<file path="src/rtl/core_out.sv">
// ---------------------------------------------------------------------------
// core_out : byte output path of the core (FIFO + UART TX, 8N1 LSB first).
// Build option: define CORE_OUT_PARITY_EN for an even-parity bit (8E1).
// Revision: 1.0
// ---------------------------------------------------------------------------
`default_nettype none

module core_out #(
  parameter int CLK_PER_BIT = 868,
  parameter int FIFO_AW     = 4
) (
  input  logic       CLK,
  input  logic       RST_N,
  input  logic       OUTE,
  input  logic [7:0] OUTDATA,
  output logic       OUT_BUSY,
  output logic       OVERFLOW,
  output logic       TX_IDLE,
  output logic       TXD
);

  localparam int DEPTH = 1 << FIFO_AW;
  localparam int CW    = FIFO_AW + 1;
  localparam int TW    = $clog2(CLK_PER_BIT);
  localparam logic [CW-1:0] FULL_CNT = CW'(DEPTH);
  localparam logic [TW-1:0] RELOAD   = TW'(CLK_PER_BIT - 1);

  typedef enum logic [2:0] {
    S_IDLE,
    S_START,
    S_DATA,
    S_STOP
`ifdef CORE_OUT_PARITY_EN
    , S_PARITY
`endif
  } state_t;

  state_t state, state_nxt;

  logic [7:0]         mem [DEPTH];
  logic [FIFO_AW-1:0] wptr, rptr;
  logic [CW-1:0]      count;
  logic               full, empty, push, pop;

  logic [TW-1:0] timer, timer_nxt;
  logic [2:0]    bitcnt, bitcnt_nxt;
  logic [7:0]    sh, sh_nxt;
  logic          txd_nxt;
  logic          ovf;
  logic          txd_q;
`ifdef CORE_OUT_PARITY_EN
  logic          par, par_nxt;
`endif

  assign full     = (count == FULL_CNT);
  assign empty    = (count == '0);
  assign push     = OUTE && !full;
  assign OUT_BUSY = full;
  assign OVERFLOW = ovf;
  assign TX_IDLE  = empty && (state == S_IDLE);
  assign TXD      = txd_q;

  always_ff @(posedge CLK) begin
    if (!RST_N) state <= S_IDLE;
    else        state <= state_nxt;
  end

  // Pop from IDLE or at the end of STOP so queued bytes go out with no gap.
  always_comb begin
    state_nxt  = state;
    timer_nxt  = timer;
    bitcnt_nxt = bitcnt;
    sh_nxt     = sh;
    pop        = 1'b0;
`ifdef CORE_OUT_PARITY_EN
    par_nxt    = par;
`endif
    case (state)
      S_IDLE: begin
        if (!empty) begin
          pop        = 1'b1;
          sh_nxt     = mem[rptr];
          bitcnt_nxt = 3'd0;
          timer_nxt  = RELOAD;
          state_nxt  = S_START;
`ifdef CORE_OUT_PARITY_EN
          par_nxt    = ^mem[rptr];
`endif
        end
      end
      S_START: begin
        if (timer == '0) begin
          timer_nxt = RELOAD;
          state_nxt = S_DATA;
        end else begin
          timer_nxt = timer - TW'(1);
        end
      end
      S_DATA: begin
        if (timer == '0) begin
          timer_nxt  = RELOAD;
          sh_nxt     = {1'b0, sh[7:1]};
          bitcnt_nxt = bitcnt + 3'd1;
          if (bitcnt == 3'd7) begin
`ifdef CORE_OUT_PARITY_EN
            state_nxt = S_PARITY;
`else
            state_nxt = S_STOP;
`endif
          end
        end else begin
          timer_nxt = timer - TW'(1);
        end
      end
`ifdef CORE_OUT_PARITY_EN
      S_PARITY: begin
        if (timer == '0) begin
          timer_nxt = RELOAD;
          state_nxt = S_STOP;
        end else begin
          timer_nxt = timer - TW'(1);
        end
      end
`endif
      S_STOP: begin
        if (timer == '0) begin
          if (!empty) begin
            pop        = 1'b1;
            sh_nxt     = mem[rptr];
            bitcnt_nxt = 3'd0;
            timer_nxt  = RELOAD;
            state_nxt  = S_START;
`ifdef CORE_OUT_PARITY_EN
            par_nxt    = ^mem[rptr];
`endif
          end else begin
            state_nxt = S_IDLE;
          end
        end else begin
          timer_nxt = timer - TW'(1);
        end
      end
      default: state_nxt = S_IDLE;
    endcase
  end

  // TXD is registered from the next state so the line never glitches.
  always_comb begin
    txd_nxt = 1'b1;
    case (state_nxt)
      S_START:  txd_nxt = 1'b0;
      S_DATA:   txd_nxt = sh_nxt[0];
`ifdef CORE_OUT_PARITY_EN
      S_PARITY: txd_nxt = par_nxt;
`endif
      default:  txd_nxt = 1'b1;
    endcase
  end

  always_ff @(posedge CLK) begin
    if (!RST_N) begin
      timer  <= '0;
      bitcnt <= 3'd0;
      sh     <= 8'h00;
      txd_q  <= 1'b1;
`ifdef CORE_OUT_PARITY_EN
      par    <= 1'b0;
`endif
    end else begin
      timer  <= timer_nxt;
      bitcnt <= bitcnt_nxt;
      sh     <= sh_nxt;
      txd_q  <= txd_nxt;
`ifdef CORE_OUT_PARITY_EN
      par    <= par_nxt;
`endif
    end
  end

  always_ff @(posedge CLK) begin
    if (push) mem[wptr] <= OUTDATA;
  end

  always_ff @(posedge CLK) begin
    if (!RST_N) begin
      wptr  <= '0;
      rptr  <= '0;
      count <= '0;
      ovf   <= 1'b0;
    end else begin
      if (push) wptr <= wptr + FIFO_AW'(1);
      if (pop)  rptr <= rptr + FIFO_AW'(1);
      case ({push, pop})
        2'b10:   count <= count + CW'(1);
        2'b01:   count <= count - CW'(1);
        default: count <= count;
      endcase
      if (OUTE && full) ovf <= 1'b1;
    end
  end

endmodule

`default_nettype wire

</file>
<file path="config.mk">
export PLATFORM = sky130hd
export DESIGN_NAME = core_out
export DESIGN_NICKNAME = d
export VERILOG_FILES = /design/src/rtl/core_out.sv
export SDC_FILE = /design/constraint.sdc
export NUM_CORES = 1
export LEC_CHECK = 0
export CORE_MARGIN = 2
export CORE_UTILIZATION = 55
export DETAILED_ROUTE_END_ITERATION = 8
export PLACE_DENSITY_LB_ADDON = 0.2
export REMOVE_ABC_BUFFERS = 1
export SYNTH_ARGS = -nofsm -noshare
export SYNTH_HDL_FRONTEND = slang
export SYNTH_SLANG_ARGS = --single-unit
</file>
<file path="constraint.sdc">
create_clock -name CLK -period 3 [get_ports CLK]
set_input_delay 0.75 -clock CLK [delete_from_list [all_inputs] [get_ports CLK]]
set_output_delay 0.75 -clock CLK [all_outputs]
set_load 0.005 [all_outputs]
</file>
## Yosys cells after proc, flatten, opt, wreduce, memory -nomap -nowiden

Memory sizes are Yosys's and may differ from the RTL's. A register that Yosys moved wholly into a read port is not among the register bits.
Index checks and enable logic that the tools add are counted.

| word-level totals | value |
|---|---|
| bits in writable memories | 128 |
| bits of input ports | 11 |
| memory bits (read-only) | 0 |
| memories kept | 1 |
| output and inout bits | 4 |
| word-level logic and storage cells | 68 |
| register bits | 39 |
| latch bits | 0 |

| cells by class | value |
|---|---|
| muxes and demuxes | 28 |
| reductions and logical operators | 12 |
| divide/modulo/power cells | 0 |
| add/subtract/negate cells | 6 |
| $mul | 0 |
| magnitude comparators | 0 |
| bitwise operators | 0 |
| shift operators | 0 |
| eq/ne operators | 11 |

Memory list:

| name | depth | width | read ports | clocked after memory_dff | write ports | RTL line | text |
|---|---|---|---|---|---|---|---|
| mem | 16 | 8 | 1 | 1 | 1 | 40 | `logic [7:0] mem [DEPTH];` |

Operators with widths:

| cell | number |
|---|---|
| $mux W10 | 3 |
| $pmux W10 S3 | 1 |
| $mux W3 | 8 |
| $mux W8 | 3 |
| $pmux W8 S3 | 1 |
| $pmux W3 S4 | 1 |
| $logic_not A10 Y1 | 1 |
| $pmux W5 S2 | 1 |
| $sub A10 B1 Y10 const B | 1 |
| $eq A3 B2 Y1 const B | 3 |
| $pmux W3 S3 | 1 |
| $add A4 B1 Y4 const B | 2 |
| $mux W4 | 2 |
| $eq A3 B1 Y1 const B | 2 |
| $reduce_bool A3 Y1 | 2 |
| $add A5 B1 Y5 const B | 1 |
| $eq A5 B5 Y1 const B | 1 |
| $logic_not A5 Y1 | 1 |
| $mux W1 | 5 |
| $sub A5 B1 Y5 const B | 1 |
| $ne A2 B2 Y1 const B | 2 |
| $pmux W1 S2 | 2 |
| $add A3 B1 Y3 const B | 1 |
| $eq A3 B3 Y1 const B | 1 |
| other kinds (8) | 10 |

## Depth between registers and ports, before layout

Gate-level depths: netlist of run 1.

| logic depth | value |
|---|---|
| word-level depth | 6 |
| depth in mapped cells | 15 |
| gate-level depth less buffers | 13 |

## Least setup slack after synthesis of run 1

No wires, ideal clock.

| timing path | value |
|---|---|
| path type | flip-flop to flip-flop |
| start | register timer[0] |
| end | register count[4] |
| slack | -0.240 ns |
| library setup time | 0.072 ns |
| data required time | 2.928 ns |
| cell stages (with the launch flop) | 16 |
| arrival time | 3.168 ns |
| buffers on the path | 2 |
| period minus slack after synthesis | 3.240 ns |
| cell sequence | dfxtp_1 > inv_1 > ha_1 > nor4b_4 > nand4_4 > a21oi_4 > buf_6 > ha_1 > clkbuf_1 > xor2_1 > ha_1 > a21boi_0 > o21ai_0 > a31oi_1 > mux2i_1 > mux2i_1 |

| between the ends | value |
|---|---|
| longest elaborated chain between the ends | 5 |
| elaborated cells between the ends (all ways) | 7 |
| classes of those cells | eq/ne: 2; mux: 3; reduce/logical: 2 |

RTL lines:

| item | RTL line | text |
|---|---|---|
| start, declared | 45 | `logic [TW-1:0] timer, timer_nxt;` |
| start signal, assigned | 170 | `timer <= timer_nxt;` |
| $logic_not A10 Y1 (*) | 126 | `if (timer == '0) begin` |
| $mux W1 (*) | 126 |  |
| $pmux W1 S2 (*) | 78 | `case (state)` |
| net pop | 43 | `logic full, empty, push, pop;` |
| $eq A2 B1 Y1 / $eq A2 B2 Y1 (equally long branches) | 193 | `case ({push, pop})` |
| $pmux W5 S2 / $reduce_bool A2 Y1 (equally long branches) | - |  |
| end signal, assigned | 194 | `2'b10: count <= count + CW'(1);` |
| end signal, assigned | 195 | `2'b01: count <= count - CW'(1);` |
| end signal, assigned | 196 | `default: count <= count;` |
| end, declared | 42 | `logic [CW-1:0] count;` |

The timed path passes the listed nets; every way through them passes the cells marked *.
A chain may end at the register's enable or synchronous reset.

## Worst setup path after layout of run 1

| timing path | value |
|---|---|
| start | register state[0] |
| end | output port TX_IDLE |

| between the ends | value |
|---|---|
| longest elaborated chain between the ends | 2 |

RTL lines:

| item | RTL line | text |
|---|---|---|
| start, declared | 38 | `state_t state, state_nxt;` |
| start signal, assigned | 65 | `else state <= state_nxt;` |
| $logic_not A3 Y1 | 60 | `assign TX_IDLE = empty && (state == S_IDLE);` |
| $logic_and A1 B1 Y1 | 60 |  |
| end, declared | 18 | `output logic TX_IDLE,` |

No other way between the ends.

==> results of run 1 <==
-- layer usage --
layer | wire length (um) | up-vias | GRT usage
met4 | 173 | 0 | 0.08015
met5 | 0 | - | 0
li1 | - | 2023 | -
met2 | 7557 | 98 | 0.3804
met1 | 6107 | 2172 | 0.2873
met3 | 574 | 16 | 0.04550
-- state kept, by name, indices dropped and copies added, names as in the netlist, named ones only --
name and count:
TXD 1, OVERFLOW 1, wptr 4, count 5, rptr 4, state 3
bitcnt 3, sh 8, mem 128, timer 10
-- path summary, 6_finish.rpt --
check             slack (ns)  cells after the start                    end             startpoint
setup / recovery        0.17                      3                TX_IDLE    state[0]$_SDFF_PN0_
hold reg to reg         0.47                      2     sh[6]$_SDFFE_PN0P_     sh[7]$_SDFFE_PN0P_
hold / removal          0.47                      2     sh[6]$_SDFFE_PN0P_     sh[7]$_SDFFE_PN0P_
setup reg to reg        0.29                     10  count[4]$_SDFFE_PN0P_  count[1]$_SDFFE_PN0P_
-- critical path, delay by kind of cell, from the launching register on --
family	cells	cell delay [ns]
AND/OR/NAND/NOR	2	0.70
buffers and inverters	1	0.52
flip-flops	1	0.44
-- report_power, final --
part | switching [mW] | total (mW) | leakage (nW) | internal, mW
sequential | 0.185 | 2.88 | 1.51 | 2.70
clock | 0.889 | 2.03 | 0.259 | 1.14
combinational | 0.915 | 1.77 | 1.03 | 0.856
total | 1.99 | 6.68 | 2.79 | 4.69
-- synthesized netlist by cell type, types with 2 or more instances --
master,number
buf_1,3
or2_2,2
nor2_1,39
ha_1,11
edfxtp_1,128
a21boi_0,2
xnor2_1,3
o22ai_1,2
mux4_2,33
o211a_1,3
a21o_1,3
nand3b_1,2
o21a_1,3
or3_1,2
dfxtp_1,43
nand3_1,8
a221oi_1,2
and2_1,2
nand2_1,33
mux2_2,7
o31ai_1,2
nand2b_1,7
nand4_1,4
xor2_1,5
o211ai_1,7
a21oi_1,22
a31oi_1,11
mux2i_1,13
clkbuf_1,14
nor3_1,18
o21ai_0,19
inv_1,8
buf_2,11
-- cell families after synthesis --
family,Yosys count,synth area share
AO/OA/AOI/OAI,90,0.08539
multiplexers,53,0.1300
XOR/XNOR,8,0.009563
other,1,0.0005118
buffers and inverters,38,0.02288
adder cells (fa/ha/maj),11,0.01878
AND/OR/NAND/NOR,130,0.09085
flip-flops,171,0.6421
-- stage by stage --
stage          setup TNS (ns)  total power [mW]    util
2_1_floorplan         -0.4580             4.150       -
3_3_place_gp                0             4.645  0.5974
3_5_place_dp          -0.2059             4.696  0.5974
4_1_cts                     0             6.718  0.6392
5_1_grt                     0             7.011  0.6397
6_report                    0             6.681  0.6397
-- area by class of cell --
class | count | area, um2 | area share
inverters | 8 | 30.03 | 0.003573
well taps | 176 | 220.2 | 0.02620
clock buffers | 17 | 425.4 | 0.05062
multi-input cells | 293 | 2461 | 0.2928
clock inverters | 14 | 123.9 | 0.01474
flip-flops and latches | 171 | 4706 | 0.5599
repair buffers | 52 | 437.9 | 0.05211
==> results.cfg, run 1 <==
[status]
outcome = completed

[pwr]
p_leak_nw = 2.795
ir_drop_uv = 514.4
powerDensity_nw_per_um2 = 795.0

[worst_setup_path]
endpoint_kind = output pin
cp-start-kind = register
arrival_ns = 2.08
crit_path_max_incr_delay_ns = 0.52
cp_slowest_cell = clkdlybuf4s50_1
path_cells = or2_2, nor3_1, clkdlybuf4s50_1
crit_required_ns = 2.25
critical_path_class = register to output pin
cp_max_fo = 11

[logic_synthesis]
syn_area_per_cell_um2 = 14.60
synth-seq-cells = 171
yosysTopAreaCellShare = 0.5246
syn_inst = 502
synth_async_sr_flop_share = 0
ys.warnings.count = 0
post_synth_num_cell_types = 63
yosysSeqAreaShare = 0.6421
synth-edff-count = 128
netlist_top_cells_area = edfxtp_1 (52%), dfxtp_1 (12%), mux4_2 (10%), nor2_1 (2.0%), ha_1 (1.9%)
ys_dominant_reg_cell = edfxtp_1
synth_top_area_cell = edfxtp_1
syn-cell-area_um2 = 7327

[floorplanning]
start_util = 0.5577
die_y_um = 119.4
placement_rows = 42
core_um2 = 13140
dieArea_um2 = 14260
die_w_um = 119.4
ioPinCount = 15

[cts]
cts_resized = 0
path_clk_slew_ns = 0.06
cts_root_buf = clkbuf_16
clock_path_buffers = 2
clock-sinks = 171
cts_tree = done
numCtsBuffers = 17
htreeDepth = 4
cts_setup_buffers = 0
clk_latency_ns = 0.42
ctsHoldBuffers = 0

[timing]
min_period_ns = 2.831
tightest_slew_ns = 0.7593
worst_slack_ns = 0.1694
slew_headroom = 0.4931
rsz0062_at_grt = no
setup_viol = 0
fin_hold_ws_ns = 0.4671
fmax_mhz = 353.3
hold_viol = 0
clock_skew_ns = 0.006722
maxSlewViolCount = 0
period_share = 0.9435

[place]
globalplace.congestion = 0.8133
placed_cell_area_um2 = 7849
dp.cells = 700
port_buffers = 14
pre_cts_slack_ns = -0.1275
dpl.hpwl_um = 9565

[detailed_routing]
wire_per_inst_um = 19.72
drt_iter0_markers = 432
detailedRoute.firstPassIterationCount = 5
via_count = 4309
wirelength_um = 14410
antenna_left = 0
vias_per_cell = 5.895
drcViolationCount = 0

[grt]
grt_pass1_vias = 4473
grt_pass1_wl_um = 23700
grt-ovfl-total = 0
grt_usage = 0.2236
antenna_found_initial = 0
grt_start_max_net_pins = 30

[job]
cap_violations = 0

[final_layout]
drive_gt1_frac = 0.2270
final_common_cell = edfxtp_1
layout_common_cells = edfxtp_1 (128), dfxtp_1 (42), nor2_1 (39)
fill_cells = 986
area_growth_pct = 14.70
nets = 565
final_cell_area_um2 = 8404
instances_no_fill = 731
n_antenna_cell = 0

[worst_hold_path]
worst_hold_path_type = register to register
Note: power is estimated with default switching activity, not from simulation.
==> run 2: changes to the inputs <==
--- a/config.mk
+++ b/config.mk
@@ -10,6 +10,7 @@
 export DETAILED_ROUTE_END_ITERATION = 8
 export PLACE_DENSITY_LB_ADDON = 0.2
 export REMOVE_ABC_BUFFERS = 1
+export SKIP_LAST_GASP = 1
 export SYNTH_ARGS = -nofsm -noshare
 export SYNTH_HDL_FRONTEND = slang
 export SYNTH_SLANG_ARGS = --single-unit
==> results of run 2 <==
No change in the layout: final DEF, timing and power equal those of run 1.
==> run 3: changes to the inputs <==
--- a/config.mk
+++ b/config.mk
@@ -10,6 +10,7 @@
 export DETAILED_ROUTE_END_ITERATION = 8
 export PLACE_DENSITY_LB_ADDON = 0.2
 export REMOVE_ABC_BUFFERS = 1
+export SETUP_SLACK_MARGIN = 0.3
 export SKIP_LAST_GASP = 1
 export SYNTH_ARGS = -nofsm -noshare
 export SYNTH_HDL_FRONTEND = slang
==> results.cfg, run 3 (synthesis gave the netlist of run 1 again) <==
[status]
outcome = completed

[worst_setup_path]
ff2ff_path_depth = 11
r2r_end = count[2]$_SDFFE_PN0P_
crit_family = simple AND/OR/NAND/NOR gates
endpoint_kind = register
path_cells = or4_4, o21ai_4, a21oi_4, ha_4, xor2_2, ha_2, buf_4, nor3_1, a221oi_2, a21o_1, a21oi_1
crit_path_max_incr_delay_ns = 0.57
rrSetupSlack_ns = 0.42
cp_max_fo = 9
cp_slowest_cell = or4_4
arrival_ns = 2.92
critical_path_class = register to register
r2r_start = count[1]$_SDFFE_PN0P_
crit_buf_inv = 1
cp-start-kind = register
crit_required_ns = 3.35

[final_layout]
drive_gt1_frac = 0.2500
reg_top3 = mem (128), timer (10), sh (8)
largest_reg_flops = 128
post-route-util = 0.6470
multiInputGateArea_um2 = 2510
final_common_cell = edfxtp_1
top_register = mem
final_cell_area_um2 = 8499
area_growth_pct = 16.00
instances_no_fill = 736
fill_cells = 980
n_antenna_cell = 0
nets = 570
seq_area_um2 = 4712
layout_common_cells = edfxtp_1 (128), buf_4 (42), nor2_1 (39)

[floorplanning]
placement_rows = 42
die_w_um = 119.4
start_util = 0.5577
core_um2 = 13140
ioPinCount = 15
die_y_um = 119.4
dieArea_um2 = 14260

[place]
dp.cells = 700
dpl.hpwl_um = 9565
placed_cell_area_um2 = 7849
globalplace.congestion = 0.8133
port_buffers = 14
pre_cts_slack_ns = -0.1275

[timing]
worst_slack_ns = 0.4212
setup_viol = 0
rsz0062_at_grt = yes
fin_hold_ws_ns = 0.4659
min_period_ns = 2.579
slew_headroom = 0.4892
clock_skew_ns = 0.007616
fmax_mhz = 387.8
maxSlewViolCount = 0
tightest_slew_ns = 0.7652
hold_viol = 0
period_share = 0.8596

[pwr]
pwr-share-comb = 0.274
powerDensity_nw_per_um2 = 800.0
p_leak_nw = 2.838
p_int_mw = 4.767
clkPwrFrac = 0.299
p_seq_frac = 0.427
switching_share = 0.2990
ir_drop_uv = 513.4
power.switching_mw = 2.033

[detailed_routing]
detailedRoute.firstPassIterationCount = 4
via_count = 4339
drcViolationCount = 0
vias_per_cell = 5.895
antenna_left = 0
wire_per_inst_um = 19.82
drt_iter0_markers = 507
wirelength_um = 14590

[grt]
grt_start_max_net_pins = 30
grt_usage = 0.2241
grt-ovfl-total = 0
antenna_found_initial = 0
grt_pass1_vias = 4479
grt_pass1_wl_um = 23730

[job]
cap_violations = 0

[worst_hold_path]
hold_depth = 2
worst_hold_path_type = register to register
hold_end = sh[6]$_SDFFE_PN0P_
hp-start = sh[7]$_SDFFE_PN0P_

[cts]
numCtsBuffers = 17
cts_root_buf = clkbuf_16
clk_latency_ns = 0.42
clock-sinks = 171
path_clk_slew_ns = 0.06
clock_path_buffers = 2
cts_tree = done
htreeDepth = 4
-- run 3: worst max-delay path by stage --
stage | from | cells after the start | slack (ns) | endpoint
final | count[1]$_SDFFE_PN0P_ | 11 | 0.42 | count[2]$_SDFFE_PN0P_
after global routing | timer[1]$_SDFFE_PN0P_ | 13 | 0.27 | count[4]$_SDFFE_PN0P_
after CTS | count[0]$_SDFFE_PN0P_ | 4 | 0.30 | TX_IDLE
after detailed placement | OUTE | 11 | -0.13 | count[4]$_SDFFE_PN0P_
after global placement | OUTE | 10 | 0.01 | count[4]$_SDFFE_PN0P_
after floorplan | OUTE | 9 | -0.29 | count[4]$_SDFFE_PN0P_
-- run 3: routing by layer --
layer | wire length (um) | track usage
met1 | 6159 | 0.2863
met2 | 7718 | 0.3829
met3 | 565 | 0.04550
met4 | 141 | 0.08015
met5 | 0 | 0
-- run 3: stage by stage --
stage                     power [mW]  TNS (ns)
final                          6.800         0
after global routing           7.131         0
after CTS                      6.793         0
after detailed placement       4.696   -0.2059
after global placement         4.645         0
after floorplan                4.150   -0.4580
-- run 3: power by group through the flow --
stage / clock (mW) / combinational (mW) / sequential, mW
floorplan: 0 / 1.20 / 2.95
global placement: 0 / 1.72 / 2.92
detailed placement: 0 / 1.77 / 2.93
CTS: 2.06 / 1.84 / 2.89
global route: 2.15 / 2.05 / 2.93
finish: 2.03 / 1.86 / 2.90
-- run 3: timing repair --
| action | in CTS | in global routing |
|---|---|---|
| hold buffers | 0 | 0 |
| endpoints found under the hold margin | 0 | 0 |
| pin swaps | 0 | 6 |
| buffers inserted | 1 | 4 |
| endpoints found under the setup margin | 4 | 4 |
| resized for setup | 9 | 8 |
-- run 3: area by class of cell --
class	count	share of cell area
flip-flops and latches	171	0.5544
multi-input cells	293	0.2953
repair buffers	57	0.05623
clock buffers	17	0.05005
well taps	176	0.02591
clock inverters	14	0.01457
inverters	8	0.003533
-- run 3: worst min-delay path, cell delays in order, from the launching register on --
cell and delay [ns]:
dfxtp_1 0.31, nand2_1 0.05, a31oi_1 0.06
